### src/rtl/fifo_read_packetizer.sv
// fifo_read_packetizer: async-FIFO read port to a framed valid/ready stream.
// Define FIFO_RD_FWFT_EN when the FIFO is first-word-fall-through.
module fifo_read_packetizer #(
  parameter int DATA_WIDTH = 8,
  parameter int PKT_LEN    = 4,
  parameter int CNT_WIDTH  = 16
) (
  input  logic                  rclk,
  input  logic                  rrst_n,
  output logic                  r_en,
  input  logic [DATA_WIDTH-1:0] fifo_data,
  input  logic                  empty,
  output logic [DATA_WIDTH-1:0] m_data,
  output logic                  m_valid,
  input  logic                  m_ready,
  output logic                  m_last,
  output logic [CNT_WIDTH-1:0]  word_cnt,
  output logic [CNT_WIDTH-1:0]  pkt_cnt
);

  localparam logic [15:0] LAST_IDX = 16'(PKT_LEN - 1);
  localparam logic [CNT_WIDTH-1:0] CNT_ONE = CNT_WIDTH'(1);

  logic                  run;
  logic [1:0]            count;
  logic [DATA_WIDTH-1:0] buf1;
  logic [15:0]           idx;
  logic                  hs;
  logic                  cap;
  logic                  infl;
  logic [1:0]            occ;

  assign m_valid = (count != 2'd0);
  assign m_last  = m_valid && (idx == LAST_IDX);
  assign hs      = m_valid && m_ready;
  assign occ     = count + {1'b0, infl} - {1'b0, hs};
  assign r_en    = run && !empty && (occ < 2'd2);

`ifdef FIFO_RD_FWFT_EN
  assign infl = 1'b0;
  assign cap  = r_en;
`else
  logic inflight;

  always_ff @(posedge rclk or negedge rrst_n)
    if (!rrst_n) inflight <= 1'b0;
    else         inflight <= r_en;

  assign infl = inflight;
  assign cap  = inflight;
`endif

  // m_data is the head entry, buf1 the tail
  always_ff @(posedge rclk or negedge rrst_n) begin
    if (!rrst_n) begin
      run    <= 1'b0;
      count  <= 2'd0;
      m_data <= '0;
      buf1   <= '0;
    end else begin
      run <= 1'b1;
      unique case (1'b1)
        cap && !hs: begin
          if (count == 2'd0) m_data <= fifo_data;
          else               buf1   <= fifo_data;
          count <= count + 2'd1;
        end
        hs && !cap: begin
          m_data <= buf1;
          count  <= count - 2'd1;
        end
        cap && hs: begin
          if (count == 2'd1) begin
            m_data <= fifo_data;
          end else begin
            m_data <= buf1;
            buf1   <= fifo_data;
          end
        end
        default: ;
      endcase
    end
  end

  always_ff @(posedge rclk or negedge rrst_n) begin
    if (!rrst_n) begin
      idx      <= 16'd0;
      word_cnt <= '0;
      pkt_cnt  <= '0;
    end else if (hs) begin
      word_cnt <= word_cnt + CNT_ONE;
      if (m_last) begin
        idx     <= 16'd0;
        pkt_cnt <= pkt_cnt + CNT_ONE;
      end else begin
        idx <= idx + 16'd1;
      end
    end
  end

endmodule

### config.mk
export PLATFORM = sky130hd
export DESIGN_NAME = fifo_read_packetizer
export DESIGN_NICKNAME = d
export VERILOG_FILES = /design/src/rtl/fifo_read_packetizer.sv
export SDC_FILE = /design/constraint.sdc
export NUM_CORES = 1
export LEC_CHECK = 0
export CAP_MARGIN = 20
export CORE_MARGIN = 4
export CORE_UTILIZATION = 55
export CTS_CLUSTER_SIZE = 40
export DETAILED_ROUTE_END_ITERATION = 12
export PLACE_DENSITY = 0.83
export RECOVER_POWER = 25
export SLEW_MARGIN = 20
export SYNTH_ARGS = -nofsm -noshare
export SYNTH_HDL_FRONTEND = slang
export SYNTH_SLANG_ARGS = --single-unit
### constraint.sdc
create_clock -name rclk -period 5.11 [get_ports rclk]
set_clock_uncertainty 0.15 [all_clocks]
set_input_delay 1.022 -clock rclk [delete_from_list [all_inputs] [get_ports rclk]]
set_output_delay 1.022 -clock rclk [all_outputs]
set_load 0.01 [all_outputs]
==> reports/qor.yml, run 1 <==
outcome:
  status: "finished, violations left"
  violations: "max-capacitance violations, max-slew violations"
power:
  p_clk_frac: 0.227
  power.switching_mw: 0.562
  p_leak_nw: 1.70
  p_int_mw: 1.15
  ir_drop_v: 0.000314
  powerDensity_nw_per_um2: 434
  pwr-share-comb: 0.319
  total_power_mw: 1.71
  seqPwrFrac: 0.453
  swShare: 0.328
cells_and_area:
  fin_area_um2: 3950
  layout-drive-gt1-share: 0.0920
  fin_cells: 420
  areaGrowthSynthToFinish_pct: 25.1
  nFillCells: 409
  antenna_cells: 0
  nNetsFinal: 367
  final_core_util: 0.713
logic_synthesis:
  synth_cell_types: 35
  synth_most_common_cell: "dfrtp_1"
  ys_seq_area_frac: 0.539
  syn_inst: 282
  synth_nets: 304
  ys_top_cells_by_area: "dfrtp_1 (54%), xnor2_1 (9.2%), ha_1 (4.0%), nand2_1 (3.8%), nand3_1 (3.6%)"
  synth_edf_count: 0
  synth_top_area_share: 0.539
  synth_warnings: 0
  ys_ff_latch: 68
  avgSynthCellArea_um2: 11.2
  synthTopCellsByCount: "dfrtp_1 (68), xnor2_1 (33), nand2_1 (32)"
  synth_largest_area_cell: "dfrtp_1"
  synth_ff_type: "dfrtp_1"
  syn_area_um2: 3160
  synthArstFlopShare: 1.00
worst_setup_path:
  cp_num_buf_inv: 3
  max_stage_delay_ns: 0.59
  critical_path_class: "input port to primary output"
  worst_setup_path_start_kind: "input port"
  worst_ep_required_time_ns: 3.94
  cp_top_family: "buffers and inverters"
  critical_path_arrival_ns: 3.30
  crit_slowest_cell: "clkdlybuf4s50_1"
  cp_max_fo: 7
  worstPathCellList: "clkdlybuf4s50_1 > nand2b_1 > inv_1 > ha_1 > xnor2_1 > xnor2_1 > nor3b_1 > clkdlybuf4s50_1"
  crit_path_end_kind: "primary output"
route:
  drt-wirelength-per-cell_um: 14.7
  drt-pass1-iter-count: 4
  remaining_drc_errors: 0
  avgViaCountPerCell: 5.40
  vias: 2266
  wirelength_um: 6190
  drt-initial-drc-count: 104
  ant_nets: 0
placed_design:
  io_buffers: 54
  dpl.cell_count: 406
  hpwl_um: 4450
  place_area_um2: 3780
  post-place-ws_ns: 0.686
  gp_congestion: 0.760
clock_tree:
  cts_tree: "built"
  post_cts_buffers: 0
  cts_buffers: 9
  cts_sinks: 68
  clkLatencyLatePin_ns: 0.34
  cts_root_buffer: "clkbuf_8"
  htreeDepth: 3
  cts_resized: 0
  cts_buffer_depth: 2
  hold_buffers: 0
  path_clk_slew_ns: 0.06
grt:
  grt_pass1_vias: 2330
  grt_max_degree: 69
  grt_pass1_wl_um: 11000
  track_usage: 0.194
  grt-ovfl-total: 0
  antenna_found_initial: 0
sta:
  setup_tns_ns: 0
  fin_crit_ns: 4.47
  timing.hold.ws_ns: 0.322
  grt_setup_unrepaired: "false"
  max-slew-margin-rel: -1.29
  max_freq_mhz: 224
  worst_slew_pin_slew_ns: 3.43
  period_share: 0.874
  finalSetupViolCount: 0
  drv_slew: 69
  fin_ws_ns: 0.642
  finalHoldViolations: 0
floorplanning:
  dieArea_um2: 7010
  die_y_um: 83.7
  start_util: 0.570
  fp-row-count: 27
  ioPinCount: 55
  core_area_um2: 5540
  die_w_um: 83.7
hold_path:
  hp-class: "register to register"
flow_run:
  maxCapViolations: 1
==> cells by family after synthesis <==
| logic type | share of synthesized area |
|---|---|
| and+or+nand+nor | 0.185 |
| buffers and inverters | 0.0194 |
| other | 0.00119 |
| DFF | 0.539 |
| xor gates and xnor gates | 0.128 |
| muxes | 0.0321 |
| adders and majority gates | 0.0397 |
| AOI/OAI and AO/OA | 0.0555 |
==> cell type report <==
type                            count  area [um2]  area share
Sequential cell                    68        1700       0.431
Multi-Input combinational cell    200        1390       0.353
Timing Repair Buffer               57         554       0.140
Clock buffer                       12         165      0.0418
Tap cell                           72        90.1      0.0228
Inverter                            9        33.8     0.00856
Clock inverter                      2        10.0     0.00254
==> power by group through the flow <==
| stage | sequential, mW | combinational, mW | clock [mW] |
|---|---|---|---|
| floorplan | 0.783 | 0.320 | 0 |
| global placement | 0.774 | 0.537 | 0 |
| detailed placement | 0.782 | 0.550 | 0 |
| CTS | 0.775 | 0.555 | 0.404 |
| global route | 0.796 | 0.612 | 0.427 |
| finish | 0.776 | 0.547 | 0.389 |
==> routing by layer <==
metal / share of wire / track usage
met5: 0 / 0
met4: 0.015 / 0.0687
met3: 0.046 / 0.0661
met2: 0.49 / 0.304
met1: 0.44 / 0.250
==> state kept, by name, indices dropped and copies added, names as in the netlist <==
signal / cells
word_cnt: 16
pkt_cnt: 16
idx: 16
buf1: 8
count: 2
m_data: 8
run: 1
cap: 1
==> cells in the final DEF, fill, tap and decap left out, drive strengths merged <==
| cell type | instances |
|---|---|
| dfrtp | 68 |
| clkdlybuf4s50 | 53 |
| xnor2 | 33 |
| nand2 | 32 |
| nand3 | 23 |
| o21ai | 13 |
| xor2 | 13 |
| clkbuf | 13 |
| ha | 10 |
| inv | 9 |
| mux2 | 9 |
| nor3 | 9 |
| nor2 | 8 |
| a22oi | 8 |
| nand4 | 8 |
| nor4 | 7 |
| and3 | 6 |
| a21oi | 4 |
| and4 | 3 |
| buf | 3 |
| nand4b | 2 |
| or4 | 2 |
| a21o | 2 |
| clkinv | 2 |
| nand2b | 1 |
| nor4b | 1 |
| nor3b | 1 |
| or3 | 1 |
| o211ai | 1 |
| or4b | 1 |
| a211oi | 1 |
| conb | 1 |
==> worst paths after layout <==
check,start,endpoint,slack (ns),cells after the start
max,m_ready,r_en,0.64,8
min,idx[15]$_DFFE_PN0P_,idx[15]$_DFFE_PN0P_,0.32,1
max reg2reg,count[1]$_DFFE_PN0N_,buf1[1]$_DFFE_PN0P_,2.09,8
min in group asynchronous,rrst_n,pkt_cnt[14]$_DFFE_PN0P_,1.78,2
min reg2reg,idx[15]$_DFFE_PN0P_,idx[15]$_DFFE_PN0P_,0.32,1
max in group asynchronous,rrst_n,buf1[1]$_DFFE_PN0P_,1.07,2
(Power assumes the default switching activity.)
==> inputs of run 2 (changes only) <==
- CAP_MARGIN: 20 -> 15
==> results of run 2 <==
Same layout as run 1: the final DEF is identical, and so are final timing and power.
==> inputs of run 3 (changes only) <==
- CORE_ASPECT_RATIO: unset -> 1.2
==> run 3 against run 2 <==
The run still ends with max-capacitance violations, max-slew violations left; sequential power down 0.8%; first-iteration DRC count up 44%; largest power group unchanged; count of clock-buffer cells in the layout down 3; clock power down 3%; non-clock buffer count unchanged; hold slack better by 0.00068 ns; sequential share of layout area up 0.23 points; utilization up 0.89 points; die area about the same; fmax up 3.4%; final area down 0.54%; via count down 1.3%.
==> reports/qor.yml, run 3 (synthesis gave the netlist of run 1 again) <==
grt:
  grt_pass1_wl_um: 10700  # was 11000 um
  grt_max_degree: 49  # was 69
  grt_pass1_vias: 2269  # was 2330
  antenna_found_initial: 0  # unchanged
  track_usage: 0.194  # about the same
  grt-ovfl-total: 0  # unchanged
placed_design:
  io_buffers: 54  # unchanged
  gp_congestion: 0.804  # was 0.760
  post-place-ws_ns: 0.769  # was 0.686 ns
  hpwl_um: 4490  # was 4450 um
  dpl.cell_count: 396  # was 406
cells_and_area:
  final_common_cell: "dfrtp_1"  # unchanged
  nNetsFinal: 367  # unchanged
  layout-drive-gt1-share: 0.0943  # was 0.0920
  areaGrowthSynthToFinish_pct: 24.4  # was 25.1%
  seqCellArea_um2: 1700  # unchanged
  fin_cells: 412  # was 420
  nFillCells: 412  # was 409
  final_cell_mix: "dfrtp_1 (68), clkdlybuf4s50_1 (53), xnor2_1 (33)"  # unchanged
  antenna_cells: 0  # unchanged
  final_core_util: 0.721  # was 0.713
  multiInputGateArea_um2: 1390  # unchanged
  reg_top3: "idx: 16 flops, pkt_cnt: 16 flops, word_cnt: 16 flops"  # unchanged
flow_run:
  maxCapViolations: 1  # unchanged
sta:
  max-slew-margin-rel: -0.598  # was -1.29
  finalSetupViolCount: 0  # unchanged
  max_freq_mhz: 231  # was 224 MHz
  worst_slew_pin_slew_ns: 2.40  # was 3.43 ns
  setup_tns_ns: 0  # unchanged
  drv_slew: 49  # was 69
  period_share: 0.846  # was 0.874
  grt_setup_unrepaired: "false"  # unchanged
  fin_crit_ns: 4.32  # was 4.47 ns
  fin_ws_ns: 0.788  # was 0.642 ns
  finalHoldViolations: 0  # unchanged
clock_tree:
  post_cts_buffers: 0  # unchanged
  clkLatencyLatePin_ns: 0.34  # about the same
  cts_root_buffer: "clkbuf_8"  # unchanged
  hold_buffers: 0  # unchanged
  cts_buffers: 9  # unchanged
  cts_resized: 0  # unchanged
  cts_sinks: 68  # unchanged
  htreeDepth: 3  # unchanged
  cts_buffer_depth: 2  # unchanged
  cts_tree: "built"  # unchanged
  path_clk_slew_ns: 0.08  # was 0.06 ns
worst_setup_path:
  max_stage_delay_ns: 0.58  # was 0.59 ns
  worstPathCellList: "clkdlybuf4s50_1 > nand2b_1 > inv_1 > ha_1 > xnor2_1 > xnor2_1 > nor3b_1 > clkdlybuf4s50_1"  # unchanged
  worst_setup_path_start_kind: "input port"  # unchanged
  r2r_slack_ns: 2.14  # was 2.09 ns
  crit_path_end_kind: "primary output"  # unchanged
  cp_max_fo: 5  # was 7
  critical_path_arrival_ns: 3.15  # was 3.30 ns
  critical_path_class: "input port to primary output"  # unchanged
  crit_slowest_cell: "clkdlybuf4s50_1"  # unchanged
  worst_ep_required_time_ns: 3.94  # about the same
hold_path:
  hp-class: "register to register"  # unchanged
route:
  drt-pass1-iter-count: 4  # unchanged
  vias: 2237  # was 2266
  wl_met2_um: 3050  # was 3060 um
  wl_met3_um: 254  # was 284 um
  wirelength_um: 6120  # was 6190 um
  wirelength_met1_um: 2740  # was 2750 um
  ant_nets: 0  # unchanged
  remaining_drc_errors: 0  # unchanged
  drt-wirelength-per-cell_um: 14.9  # was 14.7 um
  drt-initial-drc-count: 150  # was 104
  avgViaCountPerCell: 5.43  # was 5.40
  maxUsedRoutingLayer: "met4"  # unchanged
outcome:
  violations: "max-capacitance violations, max-slew violations"  # unchanged
  status: "finished, violations left"  # unchanged
floorplanning:
  core_area_um2: 5440  # was 5540 um2
  dieArea_um2: 7020  # was 7010 um2
  ioPinCount: 55  # unchanged
  fp-row-count: 29  # was 27
  start_util: 0.580  # was 0.570
  die_w_um: 77.1  # was 83.7 um
  die_y_um: 91.0  # was 83.7 um
power:
  ir_drop_v: 0.000349  # was 0.000314 V
  powerDensity_nw_per_um2: 433  # was 434 nW/um2
  p_leak_nw: 1.69  # was 1.70 nW
[run 3: cell types whose count changed in the layout (fill, tap and decap cells not counted)]
cell        previous run  this run
buf_2                  1         0
clkbuf_1               1         2
clkbuf_8              12         9
clkinv_2               2         4
clkinv_4               0         1
clkinvlp_4             0         2
[run 3: area by class of cell]
cell class / count / area share
clock buffers: 9 / 0.0315
clock inverters: 7 / 0.0112
inverters: 9 / 0.00860
multi-input cells: 200 / 0.355
flip-flops and latches: 68 / 0.433
well taps: 62 / 0.0198
repair buffers: 57 / 0.141
[run 3: path summary, 6_finish.rpt]
| path | cells past startpoint | startpoint | end |
|---|---|---|---|
| max in group asynchronous | 2 | rrst_n | idx[14]$_DFFE_PN0P_ |
| min reg2reg | 1 | word_cnt[15]$_DFFE_PN0P_ | word_cnt[15]$_DFFE_PN0P_ |
| min | 1 | word_cnt[15]$_DFFE_PN0P_ | word_cnt[15]$_DFFE_PN0P_ |
| max | 8 | m_ready | r_en |
| min in group asynchronous | 1 | rrst_n | idx[5]$_DFFE_PN0P_ |
| max reg2reg | 8 | count[0]$_DFFE_PN0N_ | buf1[1]$_DFFE_PN0P_ |
[run 3: critical path, delay by kind of cell]
kind / cells / cell delay, ns
XOR/XNOR: 2 / 0.31
adder cells (fa/ha/maj): 1 / 0.26
buffers and inverters: 3 / 1.12
AND/OR/NAND/NOR: 2 / 0.42
[run 3: per-stage QoR]
step                      hold slack (ns)  power [mW]  cell area, um2
after floorplan                     0.293        1.10            3160
after global placement              0.307        1.31            3760
after detailed placement            0.312        1.33            3760
after CTS                           0.328        1.71            3930
after global routing                0.346        1.82            3930
final                               0.323        1.70            3930
[run 3: layer usage]
layer | vias to the layer above | track usage
li1 | 1118 | -
met1 | 1067 | 0.256
met2 | 46 | 0.311
met3 | 6 | 0.0515
met4 | 0 | 0.0653
met5 | - | 0
[run 3: where the power goes]
| group | switching [mW] | internal (mW) | leakage [nW] |
|---|---|---|---|
| sequential | 0.110 | 0.660 | 0.863 |
| combinational | 0.271 | 0.282 | 0.741 |
| clock | 0.203 | 0.173 | 0.0848 |
| total | 0.585 | 1.11 | 1.69 |
